### src/rtl/rom_dl_pkg.sv
// rtl/rom_dl_pkg.sv - shared types and default map for the ROM download controller
package rom_dl_pkg;

    typedef enum logic [1:0] {
        ST_IDLE   = 2'd0,
        ST_LOAD   = 2'd1,
        ST_SETTLE = 2'd2,
        ST_READY  = 2'd3
    } state_t;

    typedef enum logic [1:0] {
        REG_PROG = 2'd0,
        REG_GFX  = 2'd1,
        REG_SND  = 2'd2
    } region_t;

    localparam int          IOCTL_AW          = 25;
    localparam int          BYTE_CNT_W        = 17;
    localparam int          DEF_EXPECTED_SIZE = 40960;
    localparam int          DEF_SETTLE_CYCLES = 1024;
    localparam logic [15:0] DEF_GFX_BASE      = 16'h6000;
    localparam logic [15:0] DEF_SND_BASE      = 16'h8000;

    // Saturating increment so an oversized stream cannot wrap back to a "valid" count.
    function automatic logic [BYTE_CNT_W-1:0] sat_inc(input logic [BYTE_CNT_W-1:0] v);
        return (&v) ? v : v + BYTE_CNT_W'(1);
    endfunction

endpackage

### src/rtl/rom_download_ctrl_if.sv
// rtl/rom_download_ctrl_if.sv - ioctl download stream in, core dn_* write port out
interface rom_download_ctrl_if
    import rom_dl_pkg::*;
#(
    parameter int ADDR_W = 16
);
    logic                ioctl_download;
    logic                ioctl_wr;
    logic [IOCTL_AW-1:0] ioctl_addr;
    logic [7:0]          ioctl_dout;

    logic [ADDR_W-1:0]   dn_addr;
    logic [7:0]          dn_data;
    logic                dn_wr;
    region_t             dn_region;

    modport master (
        output ioctl_download, ioctl_wr, ioctl_addr, ioctl_dout,
        input  dn_addr, dn_data, dn_wr, dn_region
    );

    modport slave (
        input  ioctl_download, ioctl_wr, ioctl_addr, ioctl_dout,
        output dn_addr, dn_data, dn_wr, dn_region
    );
endinterface

### src/rtl/rom_region_decode.sv
// rtl/rom_region_decode.sv - combinational byte address to ROM region / in-range decode
module rom_region_decode
    import rom_dl_pkg::*;
#(
    parameter int                ADDR_W   = 16,
    parameter logic [ADDR_W-1:0] GFX_BASE = ADDR_W'(DEF_GFX_BASE),
    parameter logic [ADDR_W-1:0] SND_BASE = ADDR_W'(DEF_SND_BASE),
    parameter int                LIMIT    = DEF_EXPECTED_SIZE
)(
    input  logic [IOCTL_AW-1:0] i_addr,
    output region_t             o_region,
    output logic                o_in_range
);

    localparam logic [IOCTL_AW-1:0] GFX_FULL   = IOCTL_AW'(GFX_BASE);
    localparam logic [IOCTL_AW-1:0] SND_FULL   = IOCTL_AW'(SND_BASE);
    localparam logic [IOCTL_AW-1:0] LIMIT_FULL = IOCTL_AW'(LIMIT);

    // Full-width compares: high ioctl bits must not alias into the window.
    assign o_in_range = (i_addr < LIMIT_FULL);

    always_comb begin
        o_region = REG_SND;
        if (i_addr < GFX_FULL) begin
            o_region = REG_PROG;
        end else if (i_addr < SND_FULL) begin
            o_region = REG_GFX;
        end
    end

endmodule

### src/rtl/rom_download_ctrl.sv
// rtl/rom_download_ctrl.sv - ioctl ROM download to core write strobes, reset hold and stats
module rom_download_ctrl
    import rom_dl_pkg::*;
#(
    parameter int                ADDR_W        = 16,
    parameter int                EXPECTED_SIZE = DEF_EXPECTED_SIZE,
    parameter logic [ADDR_W-1:0] GFX_BASE      = ADDR_W'(DEF_GFX_BASE),
    parameter logic [ADDR_W-1:0] SND_BASE      = ADDR_W'(DEF_SND_BASE),
    parameter int                SETTLE_CYCLES = DEF_SETTLE_CYCLES
)(
    input  logic                  clk_sys,
    input  logic                  reset_n,
    rom_download_ctrl_if.slave    bus,
    output logic                  core_reset,
    output logic                  rom_ok,
    output logic                  size_err,
    output logic [BYTE_CNT_W-1:0] byte_count,
    output logic [7:0]            checksum
);

    localparam int CNT_W = (SETTLE_CYCLES > 1) ? $clog2(SETTLE_CYCLES) : 1;

    state_t                r_state;
    logic                  r_dl_q;
    logic [CNT_W-1:0]      r_settle_cnt;
    logic                  r_ovf;
    logic                  r_core_reset;
    logic                  r_rom_ok;
    logic                  r_size_err;
    logic [BYTE_CNT_W-1:0] r_byte_count;
    logic [7:0]            r_checksum;
    logic                  r_dn_wr;
    logic [ADDR_W-1:0]     r_dn_addr;
    logic [7:0]            r_dn_data;
    region_t               r_dn_region;

    logic                  w_rise;
    logic                  w_fall;
    logic                  w_in_range;
    region_t               w_region;
    logic                  w_accept;
    logic                  w_take;
    logic [BYTE_CNT_W-1:0] w_count_nxt;
    logic [7:0]            w_sum_nxt;
    logic                  w_ovf_nxt;
    logic                  w_bad;

    rom_region_decode #(
        .ADDR_W   (ADDR_W),
        .GFX_BASE (GFX_BASE),
        .SND_BASE (SND_BASE),
        .LIMIT    (EXPECTED_SIZE)
    ) u_decode (
        .i_addr     (bus.ioctl_addr),
        .o_region   (w_region),
        .o_in_range (w_in_range)
    );

    assign w_rise = bus.ioctl_download & ~r_dl_q;
    assign w_fall = ~bus.ioctl_download & r_dl_q;

    assign w_accept = (r_state == ST_LOAD) & bus.ioctl_wr;
    assign w_take   = w_accept & w_in_range;

    // Next-cycle stats, so the strobe coincident with the falling edge is included in the verdict.
    assign w_count_nxt = w_take ? sat_inc(r_byte_count) : r_byte_count;
    assign w_sum_nxt   = r_checksum + (w_take ? bus.ioctl_dout : 8'd0);
    assign w_ovf_nxt   = r_ovf | (w_accept & ~w_in_range);
    assign w_bad       = (w_count_nxt != BYTE_CNT_W'(EXPECTED_SIZE)) | w_ovf_nxt;

    always_ff @(posedge clk_sys or negedge reset_n) begin
        if (!reset_n) begin
            r_state      <= ST_IDLE;
            r_dl_q       <= 1'b0;
            r_settle_cnt <= '0;
            r_ovf        <= 1'b0;
            r_core_reset <= 1'b1;
            r_rom_ok     <= 1'b0;
            r_size_err   <= 1'b0;
            r_byte_count <= '0;
            r_checksum   <= 8'd0;
            r_dn_wr      <= 1'b0;
            r_dn_addr    <= '0;
            r_dn_data    <= 8'd0;
            r_dn_region  <= REG_PROG;
        end else begin
            r_dl_q  <= bus.ioctl_download;
            r_dn_wr <= 1'b0;

            if (w_rise && (r_state != ST_LOAD)) begin
                r_state      <= ST_LOAD;
                r_core_reset <= 1'b1;
                r_ovf        <= 1'b0;
                r_rom_ok     <= 1'b0;
                r_size_err   <= 1'b0;
                r_byte_count <= '0;
                r_checksum   <= 8'd0;
            end else begin
                case (r_state)
                    ST_LOAD: begin
                        if (w_take) begin
                            r_dn_wr     <= 1'b1;
                            r_dn_addr   <= bus.ioctl_addr[ADDR_W-1:0];
                            r_dn_data   <= bus.ioctl_dout;
                            r_dn_region <= w_region;
                        end
                        r_byte_count <= w_count_nxt;
                        r_checksum   <= w_sum_nxt;
                        r_ovf        <= w_ovf_nxt;
                        if (w_fall) begin
                            r_state      <= ST_SETTLE;
                            r_settle_cnt <= CNT_W'(SETTLE_CYCLES - 1);
                            r_size_err   <= w_bad;
                            r_rom_ok     <= ~w_bad;
                        end
                    end
                    ST_SETTLE: begin
                        if (r_settle_cnt == '0) begin
                            r_state      <= ST_READY;
                            r_core_reset <= 1'b0;
                        end else begin
                            r_settle_cnt <= r_settle_cnt - CNT_W'(1);
                        end
                    end
                    default: begin
                    end
                endcase
            end
        end
    end

    assign bus.dn_wr     = r_dn_wr;
    assign bus.dn_addr   = r_dn_addr;
    assign bus.dn_data   = r_dn_data;
    assign bus.dn_region = r_dn_region;
    assign core_reset    = r_core_reset;
    assign rom_ok        = r_rom_ok;
    assign size_err      = r_size_err;
    assign byte_count    = r_byte_count;
    assign checksum      = r_checksum;

endmodule

### src/flat_wrapper.sv
// flat-port wrapper written by rule: the top's interface ports become plain ports
module rom_download_ctrl_flat import rom_dl_pkg::*;
#(
    parameter int                ADDR_W        = 16,
    parameter int                EXPECTED_SIZE = DEF_EXPECTED_SIZE,
    parameter logic [ADDR_W-1:0] GFX_BASE      = ADDR_W'(DEF_GFX_BASE),
    parameter logic [ADDR_W-1:0] SND_BASE      = ADDR_W'(DEF_SND_BASE),
    parameter int                SETTLE_CYCLES = DEF_SETTLE_CYCLES
)
  (clk_sys, reset_n, core_reset, rom_ok, size_err, byte_count, checksum, bus_ioctl_download, bus_ioctl_wr, bus_ioctl_addr, bus_ioctl_dout, bus_dn_addr, bus_dn_data, bus_dn_wr, bus_dn_region);
  rom_download_ctrl_if #(.ADDR_W(ADDR_W)) bus_i ();
  input  logic clk_sys;
  input  logic reset_n;
  output logic core_reset;
  output logic rom_ok;
  output logic size_err;
  output logic [BYTE_CNT_W-1:0] byte_count;
  output logic [7:0] checksum;
  input wire logic [$bits(bus_i.ioctl_download)-1:0] bus_ioctl_download;
  input wire logic [$bits(bus_i.ioctl_wr)-1:0] bus_ioctl_wr;
  input wire logic [$bits(bus_i.ioctl_addr)-1:0] bus_ioctl_addr;
  input wire logic [$bits(bus_i.ioctl_dout)-1:0] bus_ioctl_dout;
  output wire logic [$bits(bus_i.dn_addr)-1:0] bus_dn_addr;
  output wire logic [$bits(bus_i.dn_data)-1:0] bus_dn_data;
  output wire logic [$bits(bus_i.dn_wr)-1:0] bus_dn_wr;
  output wire logic [$bits(bus_i.dn_region)-1:0] bus_dn_region;
  assign bus_i.ioctl_download = bus_ioctl_download;
  assign bus_i.ioctl_wr = bus_ioctl_wr;
  assign bus_i.ioctl_addr = bus_ioctl_addr;
  assign bus_i.ioctl_dout = bus_ioctl_dout;
  assign bus_dn_addr = bus_i.dn_addr;
  assign bus_dn_data = bus_i.dn_data;
  assign bus_dn_wr = bus_i.dn_wr;
  assign bus_dn_region = bus_i.dn_region;
  rom_download_ctrl #(.ADDR_W(ADDR_W), .EXPECTED_SIZE(EXPECTED_SIZE), .GFX_BASE(GFX_BASE), .SND_BASE(SND_BASE), .SETTLE_CYCLES(SETTLE_CYCLES)) u_core (.clk_sys(clk_sys), .reset_n(reset_n), .bus(bus_i), .core_reset(core_reset), .rom_ok(rom_ok), .size_err(size_err), .byte_count(byte_count), .checksum(checksum));
endmodule
### config.mk
export PLATFORM = sky130hd
export DESIGN_NAME = rom_download_ctrl_flat
export DESIGN_NICKNAME = d
export VERILOG_FILES = /design/src/rtl/rom_dl_pkg.sv /design/src/rtl/rom_download_ctrl_if.sv /design/src/rtl/rom_region_decode.sv /design/src/rtl/rom_download_ctrl.sv /design/src/flat_wrapper.sv
export SDC_FILE = /design/constraint.sdc
export NUM_CORES = 1
export LEC_CHECK = 0
export BUFFER_PORTS_ARGS = -buffer_cell sky130_fd_sc_hd__buf_2
export CAP_MARGIN = 0
export CORE_UTILIZATION = 40
export CTS_BUF_LIST = sky130_fd_sc_hd__clkbuf_8
export DETAILED_ROUTE_END_ITERATION = 10
export HOLD_SLACK_MARGIN = 0.05
export PLACE_DENSITY_LB_ADDON = 0.3
export SYNTH_ARGS = -nofsm -noshare
export SYNTH_HDL_FRONTEND = slang
export SYNTH_HIERARCHICAL = 1
export SYNTH_SLANG_ARGS = --single-unit
### constraint.sdc
create_clock -name clk_sys -period 5.3 [get_ports clk_sys]
set_clock_uncertainty 0.05 [all_clocks]
set_input_delay 0.53 -clock clk_sys [delete_from_list [all_inputs] [get_ports clk_sys]]
set_output_delay 0.53 -clock clk_sys [all_outputs]
set_load 0.05 [all_outputs]
After elaboration in Yosys (flattened, before gate mapping)

Index checks and enable logic that the tools add are counted.

$add $sub $neg: 3
Multiply operators: 0
Div/mod/pow operators: 0
Magnitude comparators: 3
Equality and inequality tests: 8
Shift-type cells: 0
Multiplexer cells: 30
Bitwise gates (word level): 12
Reduce and logical (&&, ||, !) cells: 14

Operators with widths:

| kind                    | count |
|---|---|
| $mux W17                | 4 |
| $lt A25 B16 Y1 const B  | 2 |
| $lt A25 B15 Y1 const B  | 1 |
| $mux W8                 | 3 |
| $mux W10                | 2 |
| $pmux W10 S2            | 1 |
| $add A17 B1 Y17 const B | 1 |
| $ne A17 B16 Y1 const B  | 1 |
| $reduce_and A17 Y1      | 1 |
| $mux W1                 | 14 |
| $logic_not A10 Y1       | 1 |
| $mux W2                 | 5 |
| $reduce_bool A2 Y1      | 5 |
| $sub A10 B1 Y10 const B | 1 |
| $add A8 B8 Y8           | 1 |
| $reduce_and A3 Y1       | 2 |
| $and A1 B1 Y1           | 5 |
| $not A1 Y1              | 5 |
| $ne A2 B1 Y1 const B    | 2 |
| $pmux W2 S2             | 1 |
| $reduce_and A2 Y1       | 2 |
| $reduce_and A4 Y1       | 1 |
| $ne A3 B1 Y1 const B    | 1 |
| $ne A3 B2 Y1 const B    | 1 |
| 6 further kinds         | 7 |

Bits in registers: 69
Latch bits: 0
Memory bits (writable): 0
ROM bits: 0
Input bits: 37
Output and inout bits: 55
Memories kept: 0

Logic depth before layout (Yosys ltp)

Gate-level depths: netlist (run 1).

Word-level depth: 10
Depth in mapped cells: 14
Depth with buffers taken out: 13

Hierarchy

Netlist (run 1), hierarchy kept.

By module, submodules not included:

| module            | times used | cells an instance | area each (sq um) |
|---|---|---|---|
| rom_download_ctrl | 1          | 386               | 3573.4 |
| rom_region_decode | 1          | 7                 | 53.8 |

Worst setup path after synthesis (run 1)

Ideal clock, no wire load.

Path kind: input -> register
Start: input bus_ioctl_addr[22]
End: register u_core.r_checksum[7] (netlist: u_core/checksum[7])
Data arrival time: 3.851 ns
Data required time: 5.180 ns
Path slack: 1.330 ns
Stages: 14
Buffers on the path: 1
Cells stage by stage: or4_4 -> nor4b_1 -> nand4b_4 -> inv_1 -> clkbuf_1 -> and2_1 -> ha_1 -> a21o_1 -> a21oi_1 -> o21ai_0 -> o41ai_1 -> xnor2_1 -> or3_1 -> nand3_1

Word-level cells in the longest chain between the ends: 6

RTL lines:

| item                  | RTL line                 | source |
|---|---|---|
| from (decl)           | flat_wrapper.sv:21       | `input wire logic [$bits(bus_i.ioctl_addr)-1:0] bus_ioctl_addr;` |
| $lt A25 B16 Y1        | rom_region_decode.sv:20  | `assign o_in_range = (i_addr < LIMIT_FULL);` |
| net u_core.w_in_range | rom_download_ctrl.sv:39  | `logic w_in_range;` |
| $and A1 B1 Y1         | rom_download_ctrl.sv:63  | `assign w_take = w_accept & w_in_range;` |
| $mux W8               | rom_download_ctrl.sv:67  | `assign w_sum_nxt = r_checksum + (w_take ? bus.ioctl_dout : 8'd0);` |
| $add A8 B8 Y8         | rom_download_ctrl.sv:67  |  |
| $mux W8               | rom_download_ctrl.sv:99  | `case (r_state)` |
| $mux W8               | rom_download_ctrl.sv:90  | `if (w_rise && (r_state != ST_LOAD)) begin` |
| to (signal assigned)  | rom_download_ctrl.sv:108 | `r_checksum <= w_sum_nxt;` |
| to (decl)             | rom_download_ctrl.sv:31  | `logic [7:0] r_checksum;` |

The timed path passes the listed nets, and every way through them passes these cells. The select of a mux whose other input is x is not followed.
A chain may end at the register's enable or synchronous reset.

Worst setup path in the final report (run 1)

Ends and elaborated chain as after synthesis.

==> impl_metrics.tcl, run 1 <==
set metrics [dict create \
    run_status "completed" \
    die_w_um 97.23 \
    p_clk_share_pct 38.1 \
    ant_nets 0 \
    power_density_nw_per_um2 280.4 \
    final_cells 596 \
    place_congestion 0.9245 \
    first_iter_violations 142 \
    via_per_inst 5.418 \
    min_period_over_period_pct 73.95 \
    cts_max_level 3 \
    clock-root-buffer "clkbuf_8" \
    setup_viol 0 \
    hold_class "input pin to asynchronous set/reset pin" \
    crit_fanout 29 \
    drc 0 \
    hpwl_mm 6.267 \
    ys.flop_type "dfrtp_1" \
    cp.arrival_ps 4140 \
    drt_pass1_iterations 4 \
    grt_overflow 0 \
    drv_cap 0 \
    switching_share_pct 28.68 \
    yosys_warnings 6 \
    grt_pass1_wl_mm 14.88 \
    seq_area_um2 1728 \
    intPower_uw 882.1 \
    path_class "input pin to flip-flop" \
    avgSynthCellArea_um2 9.230 \
    final_hold_viol_count 0 \
    cts_tree "yes" \
    cts.repair.resized 0 \
    netlist_area_um2 3627 \
    clkSlewWorstSetupHoldPaths_ps 70 \
    start_util_pct 41.39 \
    syn-instance-count 393 \
    track_usage_pct 19.54 \
    yosysUniqueCellTypes 54 \
    routedWlPerCell_um 14.79 \
    area_growth_pct 21.59 \
    die_y_um 97.23 \
    met1_usage_pct 27.62 \
    slew_violations 0 \
    yosysTopAreaCellShare_pct 46.91 \
    vias 3229 \
    drive_above_1_share_pct 25.20 \
    cts_buffer_depth 2 \
    worst_setup_path_end_kind "flip-flop" \
    clock-sinks 69 \
    first_global_vias 3072 \
    numCtsBuffers 9 \
    diodes 0 \
    cp-start-kind "input pin" \
    seq_power_share_pct 47.4 \
    leakage_uw 0.002335 \
    power.switching_uw 354.8 \
    fill_cells 827 \
    synth_fp_nets 440 \
    relSlewSlack_pct 42.94 \
    die-area_um2 9453 \
    met3_usage_pct 3.525 \
    multiInputGateArea_um2 1800 \
    synthTopCellsByArea "dfrtp_1 (47%), nand2_1 (8.6%), a21oi_1 (4.3%), ha_1 (3.1%), o21ai_0 (3.0%)" \
    combPwrFrac_pct 14.5 \
    ys_seq_elements 69 \
    period_needed_ps 3919 \
    dp.cells 580 \
    nNetsFinal 530 \
    yosys.area.top_type "dfrtp_1" \
    antenna_found_initial 0 \
    grt_max_degree 70 \
    rsz0062_at_grt "no" \
    synth-seq-area-share_pct 47.64 \
    tightestPinTransition_ps 855.9 \
    port_buffers 91 \
    finalSetupTns_ps 0 \
    clock_latency_ps 340 \
    max_freq_mhz 255.2 \
    cts_hold_buf 0 \
    ir_drop_mv 0.1198 \
    synth_edf_count 0 \
    post-cts-setup-buffers 0 \
    rows 34 \
    synth-async-reset-ratio_pct 100.0 \
    drt-total-wl_mm 8.812 \
    core_area_um2 8763 \
    grtUsageMet2_pct 30.01 \
    required_ps 5520 \
    pin_count 92 \
    busiest_layer "met2" \
]
## flip-flops by register name (all words and copies together), names as in the netlist
signal / cells
u_core/bus.dn_region: 2
u_core/r_ovf: 1
u_core/byte_count: 17
u_core/rom_ok: 1
u_core/r_state: 2
u_core/size_err: 1
u_core/bus.dn_data: 8
u_core/checksum: 8
u_core/bus.dn_wr: 1
u_core/r_settle_cnt: 10
u_core/r_dl_q: 1
u_core/core_reset: 1
u_core/bus.dn_addr: 16
## placed cells by master (no fill, tap or decap), types with 6 or more instances in the layout
cell and count:
buf_2 91, nand4_1 7, inv_1 8, a21o_1 12, nor3_1 11, mux2i_1 7
and2_1 9, ha_1 9, nor4_1 7, clkbuf_8 9, xnor2_1 8, nand2_1 83
nand3_1 15, nor2_1 16, a21oi_1 31, dfrtp_1 68, o21ai_0 22, or3_1 6
## layer usage
layer	vias to the layer above	part of all wire (%)
li1	1570	-
met1	1522	45
met2	123	46
met3	14	7.0
met4	0	1.5
met5	-	0
## metrics by stage
| step | power [uW] | hold WS (ps) | utilization, % | worst slack, ps | instance area (um^2) |
|---|---|---|---|---|---|
| floorplan | 707.7 | 184.4 | - | 1330 | 3627 |
| global placement | 771.4 | 402.4 | 47.77 | 1163 | 4187 |
| detailed placement | 776.6 | 407.4 | 47.77 | 1034 | 4187 |
| CTS | 1254 | 308.0 | 50.33 | 1368 | 4410 |
| global route | 1303 | 328.2 | 50.33 | 1117 | 4410 |
| finish | 1237 | 320.6 | 50.33 | 1381 | 4410 |
## power groups by stage
stage / logic [uW] / registers (uW) / clock network [uW]
finish: 180 / 586 / 471
global route: 199 / 592 / 512
CTS: 181 / 586 / 487
detailed placement: 180 / 596 / 0
global placement: 176 / 595 / 0
floorplan: 95.3 / 612 / 0
## worst paths after layout
kind | start | endpoint | slack [ps] | cells past startpoint
max in group asynchronous | reset_n | u_core/byte_count[6] | 4300 | 2
worst min register to register | u_core/bus.dn_addr[10] | u_core/bus.dn_addr[10] | 420 | 2
worst max register to register | u_core/r_state[1] | u_core/checksum[6] | 2400 | 12
worst max-delay path | bus_ioctl_addr[22] | u_core/checksum[7] | 1380 | 14
min in group clk_sys | bus_ioctl_addr[11] | u_core/bus.dn_addr[11] | 320 | 3
worst min-delay path | reset_n | u_core/bus.dn_addr[0] | 320 | 2
## logic make-up (layout without fill, tap and decap cells)
family                   count (synthesis)  count (layout)  share of synthesized area [%]
AND/OR/NAND/NOR                        179             179                          25.25
AO/OA/AOI/OAI                           88              88                          15.04
flip-flops                              69              69                          47.64
buffers and inverters                   25             120                          2.725
XOR/XNOR                                13              13                          3.139
adder cells (fa/ha/maj)                 10              10                          3.657
multiplexers                             9               9                          2.553
## synthesized netlist by cell type (2+ instances only)
master / number
xor2_1: 5
nand2b_1: 3
o31ai_1: 2
or3_1: 6
or4_1: 2
a21o_1: 12
nand2_1: 83
nor2_1: 16
dfrtp_1: 68
o21a_1: 2
nor4_1: 7
o21ai_0: 22
ha_1: 9
nor2b_1: 2
and2_1: 9
buf_2: 4
clkbuf_1: 12
inv_1: 8
xnor2_1: 8
nand3_1: 15
or2_2: 2
mux2_2: 2
a21oi_1: 31
mux2i_1: 7
a22o_1: 5
and3_1: 4
nand3b_1: 3
o2111ai_1: 2
nor3_1: 11
nand4_1: 7
## critical path, stage by stage
cell and delay [ps]:
buf_2 100, or4_4 530, nor4b_1 710, nand4b_4 150, inv_1 100, buf_4 300, and2_1 210, ha_1 270
a21oi_1 210, o21ai_0 160, o41ai_1 340, xnor2_1 130, or3_1 310, nand3_1 80
## cell type report
cell class	count	area share (%)
Clock inverter	7	2.270
Clock buffer	9	2.809
Sequential cell	69	39.18
Tap cell	108	3.064
Inverter	8	0.6809
Timing Repair Buffer	96	11.18
Multi-Input combinational cell	299	40.82
(Power assumes the default switching activity.)
==> run 2: changes to the inputs <==
==> constraint.sdc (replaced) <==
create_clock -name clk_sys -period 4.1 [get_ports clk_sys]
set_clock_uncertainty 0.05 [all_clocks]
set_input_delay 0.41 -clock clk_sys [delete_from_list [all_inputs] [get_ports clk_sys]]
set_output_delay 0.41 -clock clk_sys [all_outputs]
set_load 0.05 [all_outputs]
==> run 2 against run 1 <==
  * Clock power is 43% higher
  * Utilization is 0.66 points higher
  * Setup slack worse by 770 ps
  * Critical endpoint unchanged
  * Highest routed layer unchanged
==> impl_metrics.tcl, run 2 (synthesis results as in run 1) <==
set metrics [dict create \
    run_status "completed" \
    die_w_um 97.23 \
    clock-root-buffer "clkbuf_8" \
    grt_overflow 0 \
    cp_top_family "simple AND/OR/NAND/NOR gates" \
    drt_pass1_iterations 4 \
    finalSetupTns_ps 0 \
    max_stage_delay_ps 530 \
    path_cells "buf_2, or4_4, nor4b_1, buf_4, nand4b_4, inv_1, and2_1, ha_1, a21o_1, a21oi_1, o21ai_0, o41ai_1, xnor2_1, or3_1, nand3_1" \
    max_freq_mhz 286.2 \
    area_growth_pct 23.18 \
    antenna_found_initial 1 \
    clkSlewWorstSetupHoldPaths_ps 80 \
    power_density_nw_per_um2 372.6 \
    drt-total-wl_mm 8.869 \
    min_period_over_period_pct 85.22 \
    grt_max_degree 51 \
    path_buf_inv 3 \
    crit_fanout 7 \
    vias 3255 \
    start_util_pct 41.39 \
    ant_nets 0 \
    drc 0 \
    slew_violations 0 \
    multiInputGateArea_um2 1800 \
    numCtsBuffers 9 \
    cts_tree "yes" \
    slowest_stage "or4_4" \
    cts_max_level 3 \
    cts_buffer_depth 2 \
    fill_cells 832 \
    relSlewSlack_pct 57.19 \
    seq_area_um2 1728 \
    tightestPinTransition_ps 642.2 \
    port_buffers 91 \
    hold_class "input pin to flip-flop" \
    setup_viol 0 \
    place_congestion 0.9355 \
    grt_pass1_wl_mm 14.98 \
    routedWlPerCell_um 14.76 \
    period_needed_ps 3494 \
    track_usage_pct 19.83 \
    cp.arrival_ps 3720 \
    die_y_um 97.23 \
    final_hold_viol_count 0 \
    die-area_um2 9453 \
    hpwl_mm 6.402 \
    via_per_inst 5.416 \
    final_cells 601 \
    rsz0062_at_grt "no" \
    first_iter_violations 165 \
    nNetsFinal 534 \
    clock-sinks 69 \
    core_area_um2 8763 \
    drive_above_1_share_pct 25.61 \
    rows 34 \
    ir_drop_mv 0.1748 \
    drv_cap 0 \
    cp-start-kind "input pin" \
    pin_count 92 \
    clock_latency_ps 340 \
    final_cell_mix "buf_2 (91), nand2_1 (83), dfrtp_1 (68)" \
    first_global_vias 3188 \
    largest_reg_flops 17 \
    dp.cells 583 \
    leakage_uw 0.002358 \
    required_ps 4330 \
    path_class "input pin to flip-flop" \
    layout_commonest_cell "buf_2" \
    hold_ws_ps 200.1 \
    worst_setup_path_end_kind "flip-flop" \
]
## run 2: cell types whose count changed in the layout (fill, tap and decap cells not counted), sizes merged
cell,change
diode,+1
bufinv,+1
buf,+3
clkinvlp,+2
inv,+1
dlygate4sd3,+1
clkinv,-4
## run 2: area by class of cell
class	instances	share of cell area (%)
multi-input combinational	299	40.30
sequential	69	38.67
timing repair buffer	100	11.76
tap	108	3.024
clock buffer	9	2.772
clock inverter	7	2.744
inverter	8	0.6721
antenna	1	0.05601
## run 2: power by group
group / switching (uW) / internal (uW) / total, uW
Combinational: 154 / 78.7 / 233
Clock: 267 / 407 / 674
Sequential: 41.1 / 717 / 758
## run 2: per-layer routing
layer,global-route usage [%],vias to the layer above,routed length [um]
met5,0,-,0
met2,31.37,126,4099
met1,26.04,1528,3970
met3,4.101,17,633
met4,9.502,0,167
li1,-,1584,-
## run 2: what timing repair did
item	in CTS	in global routing
setup buffers	0	0
gates resized for setup	0	0
hold buffers	1	0
hold endpoints to repair	19	0
## run 2: through the flow
step                util [%]  cell area [um^2]  power [uW]  setup slack [ps]
finish                 50.99              4468        1665             606.1
detailed placement     48.03              4209        1003             306.8
floorplan                  -              3627       914.8             249.9
CTS                    50.96              4466        1688             657.3
global route           50.96              4466        1753             396.0
global placement       48.03              4209       995.8             403.1
## run 2: worst paths after layout
kind / start / endpoint / slack [ps] / cells after the start
worst min register to register: u_core/bus.dn_addr[10] / u_core/bus.dn_addr[10] / 420 / 2
worst min-delay path: bus_ioctl_addr[12] / u_core/bus.dn_addr[12] / 200 / 3
worst max register to register: u_core/r_state[1] / u_core/checksum[7] / 1230 / 11
worst max-delay path: bus_ioctl_addr[22] / u_core/checksum[7] / 610 / 15
max in group asynchronous: reset_n / u_core/byte_count[12] / 2480 / 3
min in group asynchronous: reset_n / u_core/bus.dn_addr[3] / 500 / 2
## run 2: worst min-delay path: cells and delay by family
kind	cells	cell delay, ps
and+or+nand+nor	2	80
buffers and inverters	1	70
==> run 3: changes to the inputs <==
--- a/config.mk
+++ b/config.mk
@@ -7,11 +7,13 @@
 export LEC_CHECK = 0
 export BUFFER_PORTS_ARGS = -buffer_cell sky130_fd_sc_hd__buf_2
 export CAP_MARGIN = 0
-export CORE_UTILIZATION = 40
+export CORE_ASPECT_RATIO = 1.4
+export CORE_UTILIZATION = 50
 export CTS_BUF_LIST = sky130_fd_sc_hd__clkbuf_8
 export DETAILED_ROUTE_END_ITERATION = 10
 export HOLD_SLACK_MARGIN = 0.05
 export PLACE_DENSITY_LB_ADDON = 0.3
+export REMOVE_ABC_BUFFERS = 1
 export SYNTH_ARGS = -nofsm -noshare
 export SYNTH_HDL_FRONTEND = slang
 export SYNTH_HIERARCHICAL = 1
==> run 3 against run 2 <==
  * Sequential power about the same
  * Combinational power about the same
  * Global-route usage increased by 4.1 points
  * Largest power group unchanged
==> impl_metrics.tcl, run 3 (synthesis results as in run 1) <==
set metrics [dict create \
    core_area_um2 6982 \
    grt_max_degree 41 \
    layout_commonest_cell "buf_2" \
    p_clk_share_pct 40.2 \
    min_period_over_period_pct 86.77 \
    postLayoutSetupSlackWorst_ps 542.5 \
    seq_area_um2 1728 \
    slew_violations 0 \
    drc 0 \
    required_ps 4340 \
    drive_above_1_share_pct 25.41 \
    clock-sinks 69 \
    grt_pass1_wl_mm 13.66 \
    drt_pass1_iterations 4 \
    rows 36 \
    leakage_uw 0.002363 \
    fill_cells 617 \
    cp.arrival_ps 3790 \
    track_usage_pct 23.91 \
    hold_class "input pin to flip-flop" \
    path_cells "buf_2, or4_4, nor4b_1, buf_4, nand4b_4, inv_1, buf_4, and2_1, ha_1, a21oi_1, o21ai_0, o41ai_1, xnor2_1, or3_1, nand3_1" \
    die_w_um 73.99 \
    switching_share_pct 27.57 \
    multiInputGateArea_um2 1800 \
    area_growth_pct 22.46 \
    finalSetupTns_ps 0 \
    port_buffers 91 \
    drt-total-wl_mm 8.603 \
    crit_top_cell "buf_4" \
    die-area_um2 7604 \
    routedWlPerCell_um 14.66 \
    hpwl_mm 6.015 \
    tightestPinTransition_ps 694.6 \
    final_cell_mix "buf_2 (91), nand2_1 (83), dfrtp_1 (68)" \
    antenna_found_initial 0 \
    intPower_uw 1197 \
    diodes 0 \
    cts_tree "yes" \
    start_util_pct 51.95 \
    die_y_um 102.8 \
    design_area_um2 4442 \
    power_density_nw_per_um2 372.0 \
    period_needed_ps 3558 \
    ant_nets 0 \
    first_global_vias 2969 \
    cts.repair.resized 0 \
    ir_drop_mv 0.2346 \
    first_iter_violations 171 \
    run_status "completed" \
    vias 3282 \
    rsz0062_at_grt "no" \
    place_area_um2 4193 \
    largest_reg_flops 17 \
    numCtsBuffers 9 \
    cp-start-kind "input pin" \
    nNetsFinal 534 \
    clkSlewWorstSetupHoldPaths_ps 80 \
    path_class "input pin to flip-flop" \
    clock-root-buffer "clkbuf_8" \
    relSlewSlack_pct 53.52 \
    crit_fanout 15 \
    max_freq_mhz 281.1 \
    via_per_inst 5.591 \
    pin_count 92 \
    post-cts-setup-buffers 0 \
    place_ws_ps 193.7 \
    drv_cap 0 \
    worst_setup_path_end_kind "flip-flop" \
    setup_viol 0 \
    cts_buffer_depth 2 \
    final_hold_viol_count 0 \
    slowest_stage "or4_4" \
    power.switching_uw 455.5 \
    seq_power_share_pct 45.8 \
    clock_latency_ps 350 \
    max_stage_delay_ps 530 \
    cts_max_level 3 \
    grt_overflow 0 \
    combPwrFrac_pct 14.0 \
    place_congestion 0.9229 \
]
## run 3: changes by cell type in the layout (fill, tap and decap cells not counted), sizes merged
cell,delta
clkinv,+1
clkinvlp,-1
diode,-1
## run 3: metrics by stage
| step | power [uW] | instances | hold WS [ps] | util (%) |
|---|---|---|---|---|
| floorplan | 909.0 | 376 | 64.41 | - |
| global placement | 990.9 | 570 | 403.1 | 60.05 |
| detailed placement | 999.4 | 570 | 407.4 | 60.05 |
| CTS | 1671 | 587 | 175.3 | 63.62 |
| global route | 1731 | 587 | 190.1 | 63.62 |
| finish | 1652 | 587 | 196.3 | 63.62 |
## run 3: area by class of cell
type / count / area share, %
Clock inverter: 7 / 2.592
Inverter: 8 / 0.6761
Clock buffer: 9 / 2.789
Timing Repair Buffer: 100 / 11.83
Tap cell: 95 / 2.676
Multi-Input combinational cell: 299 / 40.54
Sequential cell: 69 / 38.90
## run 3: power groups by stage
stage	Sequential [uW]	Clock, uW	Combinational (uW)
6_report	758	664	231
2_1_floorplan	792	0	117
3_3_place_gp	768	0	223
4_1_cts	756	683	232
5_1_grt	764	709	258
3_5_place_dp	770	0	229
## run 3: per-layer routing
| metal | global-route usage [%] | up-vias | share of wire [%] |
|---|---|---|---|
| li1 | - | 1576 | - |
| met1 | 30.54 | 1584 | 43 |
| met2 | 38.32 | 109 | 49 |
| met3 | 5.963 | 13 | 6.8 |
| met4 | 10.21 | 0 | 1.4 |
| met5 | 0 | - | 0 |
## run 3: path summary, 6_finish.rpt
| path | end | slack, ps | cells past startpoint | start |
|---|---|---|---|---|
| max | u_core/checksum[7] | 540 | 15 | bus_ioctl_addr[22] |
| min | u_core/bus.dn_addr[12] | 200 | 3 | bus_ioctl_addr[12] |
| max reg2reg | u_core/checksum[6] | 1170 | 12 | u_core/r_state[1] |
| min reg2reg | u_core/bus.dn_addr[12] | 420 | 2 | u_core/bus.dn_addr[12] |
| max in group asynchronous | u_core/core_reset | 2450 | 3 | reset_n |
| min in group asynchronous | u_core/bus.dn_addr[9] | 580 | 2 | reset_n |
## run 3: timing repair
action                                 in CTS  in global routing
endpoints found under the hold margin      29                  0
hold buffers                                1                  0
setup endpoints to repair                   0                  0
## run 3: worst max-delay path, delay by kind of cell
| kind | cells | cell delay (ps) |
|---|---|---|
| fa+ha+maj | 1 | 260 |
| xor+xnor | 1 | 130 |
| simple gates | 6 | 1650 |
| buf+inv | 4 | 660 |
| compound gates | 3 | 670 |
